File: src/rtl/io_pwr_seq.sv
// io_pwr_seq: power sequencer for one IO-ring supply segment (switch, settle, isolation, pad enable).
// Define IO_PWR_SEQ_TIMEOUT_EN to add a power-good timeout that raises the sticky err_o flag.
module io_pwr_seq #(
    parameter int SETTLE_CYC  = 16,
    parameter int ISO_CYC     = 4,
    parameter int CNT_W       = 8,
    parameter int SYNC_STAGES = 2,
    parameter int TIMEOUT_CYC = 1024
) (
    input  logic clk,
    input  logic rst_n,
    input  logic pwr_req_i,
    output logic pwr_ack_o,
    output logic busy_o,
    input  logic vdd_pg_i,
    output logic vdd_sw_en_o,
    output logic iso_en_o,
    output logic pad_oe_en_o,
    output logic err_o
);
`ifdef IO_PWR_SEQ_TIMEOUT_EN
    localparam bit TO_EN = 1'b1;
`else
    localparam bit TO_EN = 1'b0;
`endif
    localparam int TO_W = $clog2(TIMEOUT_CYC + 1);
    localparam int CW = (TO_EN && TO_W > CNT_W) ? TO_W : CNT_W;

    typedef enum logic [2:0] {OFF, WAIT_PG, SETTLE, ISO_REL, ON, ISO_SET, SW_OFF} state_e;

    state_e                 state_q, state_d;
    logic [CW-1:0]          cnt_q, cnt_d;
    logic [SYNC_STAGES-1:0] sync_q;
    logic                   lock_q, lock_d, err_q, err_d;
    logic                   sw_q, iso_q, oe_q, ack_q, busy_q;
    logic                   pg_s;

    assign pg_s        = sync_q[SYNC_STAGES-1];
    assign vdd_sw_en_o = sw_q;
    assign iso_en_o    = iso_q;
    assign pad_oe_en_o = oe_q;
    assign pwr_ack_o   = ack_q;
    assign busy_o      = busy_q;
    assign err_o       = err_q;

    always_comb begin
        state_d = state_q;
        cnt_d   = cnt_q + 1'b1;
        lock_d  = lock_q;
        err_d   = err_q;
        case (state_q)
            OFF: begin
                lock_d = lock_q && pwr_req_i;
                if (pwr_req_i && !lock_q) begin
                    state_d = WAIT_PG;
                    cnt_d   = '0;
                end
            end
            WAIT_PG: begin
                if (!pwr_req_i) state_d = SW_OFF;
                else if (pg_s) begin
                    state_d = SETTLE;
                    cnt_d   = '0;
                end else if (TO_EN && cnt_q == CW'(TIMEOUT_CYC - 1)) begin
                    state_d = SW_OFF;
                    lock_d  = 1'b1;
                    err_d   = 1'b1;
                end
            end
            SETTLE: begin
                if (!pg_s || !pwr_req_i) state_d = SW_OFF;
                else if (cnt_q == CW'(SETTLE_CYC - 1)) begin
                    state_d = ISO_REL;
                    cnt_d   = '0;
                end
            end
            ISO_REL: begin
                if (!pg_s || !pwr_req_i) begin
                    state_d = ISO_SET;
                    cnt_d   = '0;
                end else if (cnt_q == CW'(ISO_CYC - 1)) state_d = ON;
            end
            ON: begin
                // power loss outranks a simultaneous request drop so the lock is never missed
                if (!pg_s) begin
                    state_d = ISO_SET;
                    cnt_d   = '0;
                    lock_d  = 1'b1;
                    err_d   = err_q | TO_EN;
                end else if (!pwr_req_i) begin
                    state_d = ISO_SET;
                    cnt_d   = '0;
                end
            end
            ISO_SET: state_d = (cnt_q == CW'(ISO_CYC - 1)) ? SW_OFF : ISO_SET;
            SW_OFF:  state_d = pg_s ? SW_OFF : OFF;
            default: state_d = OFF;
        endcase
        if (state_d == OFF && !pwr_req_i) err_d = 1'b0;
    end

    // outputs are registered from the next state so they change on the transition edge
    always_ff @(posedge clk or negedge rst_n) begin
        if (!rst_n) begin
            state_q <= OFF;
            cnt_q   <= '0;
            sync_q  <= '0;
            lock_q  <= 1'b0;
            err_q   <= 1'b0;
            sw_q    <= 1'b0;
            iso_q   <= 1'b1;
            oe_q    <= 1'b0;
            ack_q   <= 1'b0;
            busy_q  <= 1'b0;
        end else begin
            state_q <= state_d;
            cnt_q   <= cnt_d;
            sync_q  <= {sync_q[SYNC_STAGES-2:0], vdd_pg_i};
            lock_q  <= lock_d;
            err_q   <= err_d;
            sw_q    <= !(state_d inside {OFF, SW_OFF});
            iso_q   <= !(state_d inside {ISO_REL, ON});
            oe_q    <= state_d == ON;
            ack_q   <= state_d == ON;
            busy_q  <= !(state_d inside {OFF, ON});
        end
    end
endmodule
File: config.mk
export PLATFORM = sky130hd
export DESIGN_NAME = io_pwr_seq
export DESIGN_NICKNAME = d
export VERILOG_FILES = /design/src/rtl/io_pwr_seq.sv
export SDC_FILE = /design/constraint.sdc
export NUM_CORES = 1
export LEC_CHECK = 0
export ABC_AREA = 1
export CAP_MARGIN = 40
export CORE_MARGIN = 8
export CORE_UTILIZATION = 35
export CTS_CLUSTER_DIAMETER = 150
export CTS_CLUSTER_SIZE = 20
export DETAILED_ROUTE_END_ITERATION = 12
export DONT_BUFFER_PORTS = 1
export PLACE_DENSITY = 0.54
export RECOVER_POWER = 100
export SKIP_CTS_REPAIR_TIMING = 1
export SLEW_MARGIN = 10
export SYNTH_ARGS = -nofsm -noshare
export SYNTH_HDL_FRONTEND = slang
export SYNTH_SLANG_ARGS = --single-unit
File: constraint.sdc
create_clock -name clk -period 2 [get_ports clk]
set_clock_uncertainty 0.1 [all_clocks]
set_input_delay 0.1 -clock clk [delete_from_list [all_inputs] [get_ports clk]]
set_output_delay 0.1 -clock clk [all_outputs]
set_load 0.01 [all_outputs]
==> flow_summary.ini <==
[worst_setup_path]
cp_num_buf_inv = 1
worst-path-max-fanout = 4
crit_cells = 8
worstSetupPathType = reg2reg
worstPathRequired_ns = 2.10
arrival_ns = 1.84
rrSetupSlack_ns = 0.26
slowest_stage = dfrtp_1
crit_chain = ha_1 -> nand2_1 -> nor2_1 -> nand3_1 -> o21ai_0 -> nand2_1 -> inv_1 -> nor2_1
cpLargestDelayFamily = simple AND/OR/NAND/NOR gates
worstSetupEndpointType = flop
cp-start-kind = flop
slowest_delay_ns = 0.40
r2r_cells = 8

[yosys]
synth_ff_type = dfrtp_1
synth_area_mm2 = 0.00104
synth_cells = 150
synth_fa_ha_area_share_pct = 1.20
synth_top_area_cell = dfrtp_1
yosysMostFrequentCell = nand2_1
synth_edf_count = 0
synth_xor_area_share_pct = 2.51
synth_top_area_share_pct = 40.7
yosysWarnings = 0
ys_top_cells_by_count = 41 x nand2_1, 31 x nor2_1, 17 x dfrtp_1, 17 x inv_1, 10 x nand3_1
synthesis.nets = 155
yosysSeqAreaShare_pct = 43.2
synth-compound-area-share_pct = 4.55
synth_top_family_by_area = simple AND/OR/NAND/NOR gates
synth_area_leaders = dfrtp_1 41%, nand2_1 15%, nor2_1 11%
ys_types = 21
synth_area_per_cell_um2 = 6.97
synthSimpleGateAreaFrac_pct = 38.1
async_flop_share_pct = 100
ys_ff_latch = 18
synth_mux_area_share_pct = 0

[hold_path]
hold_depth = 4
hold_class = in2reg

[die]
core_area_mm2 = 0.00295
rows = 20
fp.dieW_um = 70.6
fp.dieH_um = 70.6
die_area_mm2 = 0.00499
start_util_pct = 35.4
ios = 10

[finish]
nets = 159
drive_gt1_share_pct = 7.19
diodes = 0
area_growth_pct = 7.19

[sta]
post-route-min-period_ns = 1.74
fmax_mhz = 573
slew_viol_final = 0
tightest_slew_ns = 0.830
hold-worst-slack_ns = -0.00361
layout_setup_ws_ns = 0.256
setup_viol = 0
hold_viol = 1
rsz0062_at_grt = false
fin_crit_sh_pct = 87.2
setup_tns_ns = 0
maxSlewHeadroom_pct = 44.5

[power]
seqPwrFrac_pct = 40.9
p_clk_share_pct = 15.2
internal-power_mw = 0.827
p_comb_share_pct = 43.9
p_sw_mw = 0.714
vdd_drop_max_mv = 0.465
power_density_mw_per_mm2 = 1380
switching_share_pct = 46.3
p_leak_nw = 0.605

[grt]
grt_overflow = 0
antenna_found_initial = 0
met2_usage_pct = 14.5
use_met1_pct = 12.0
grt_util_met3_pct = 2.40
grt_pass1_wl_um = 3750
grt_pass1_vias = 826
grtUsageTotal_pct = 9.42
grt_max_degree = 19
top_usage_layer = met2

[clocking]
clkSinkCount = 18
clock_latency_ns = 0.30
cts_root_buffer = clkbuf_4
cts_tree = done
cts.clk_slew.worst_paths_ns = 0.11
htree_levels = 1
cts_buffers = 3
cts.path.max_buffers = 2

[routing]
vias_per_cell = 4.83
first_pass_iters = 4
num_vias = 898
drtAntennaViolNets = 0
drc = 0
first_iter_violations = 64
routedWlPerCell_um = 11.7
totalWireLength_um = 2180

[placed_design]
gp_congestion = 0.912
pre_cts_slack_ns = 0.310
io_buffers = 0
dp.final_hpwl_um = 1650

[outcome]
violations = hold timing
status = finished with violations

[flow_run]
drv_cap = 0
[cell families after synthesis]
group,Yosys count
compound gates,9
fa+ha+maj,1
xor+xnor,3
buf+inv,24
simple gates,94
other cells,1
flops,18
[state kept, by name (all words and copies together), names as in the netlist]
name,cells
cnt_q,8
state_q,3
sync_q,2
busy_o,1
iso_en_o,1
lock_q,1
pwr_ack_o,1
vdd_sw_en_o,1
[tightest hold or removal path: stages]
cell,delay [ns]
nand4_1,0.08
nand2_1,0.07
nor2_1,0.04
nand2_1,0.07
[final timing paths]
path / from / end
min in group asynchronous: rst_n / cnt_q[4]
max reg2reg: cnt_q[0] / cnt_q[5]
min reg2reg: sync_q[0] / sync_q[1]
max in group asynchronous: rst_n / cnt_q[2]
max: cnt_q[0] / cnt_q[5]
min: pwr_req_i / state_q[0]
[cells in the final DEF, fill, tap and decap left out, drive strengths merged]
cell type,instances
nand2,43
nor2,35
inv,20
dfrtp,17
nand3,10
o21ai,5
clkbuf,4
a21oi,3
nand4,3
dlygate4sd3,3
xor2,2
nand3b,2
o211ai,1
xnor2,1
and2,1
ha,1
conb,1
dfstp,1
[per-stage QoR]
step / hold WS, ns / power (mW) / instances / util (%) / instance area (µm²)
floorplan: -0.296 / 1.20 / 150 / - / 1040
global placement: -0.295 / 1.31 / 179 / 35.8 / 1060
detailed placement: -0.295 / 1.32 / 179 / 35.8 / 1060
CTS: -0.634 / 1.55 / 183 / 37.0 / 1090
global route: 0.0338 / 1.69 / 186 / 37.9 / 1120
finish: -0.00361 / 1.54 / 186 / 37.9 / 1120
[per-layer routing]
metal / share of wire [%] / up-vias
met5: 0 / -
met1: 51 / 416
met3: 4.7 / 2
li1: - / 461
met4: 0.83 / 0
met2: 43 / 19
[layout make-up]
cell class                 count  area [µm²]
multi-input combinational    108         485
inverter                      20        75.1
timing repair buffer           3        30.0
tap                           33        41.3
fill                         323        1830
sequential                    18         452
clock buffer                   4        36.3
[power by group through the flow]
stage / clock network, mW / logic, mW / registers, mW
global route: 0.257 / 0.789 / 0.645
floorplan: 0 / 0.631 / 0.565
CTS: 0.240 / 0.675 / 0.636
finish: 0.234 / 0.676 / 0.631
detailed placement: 0 / 0.673 / 0.643
global placement: 0 / 0.669 / 0.642
Power figures use the tool's default switching activity.
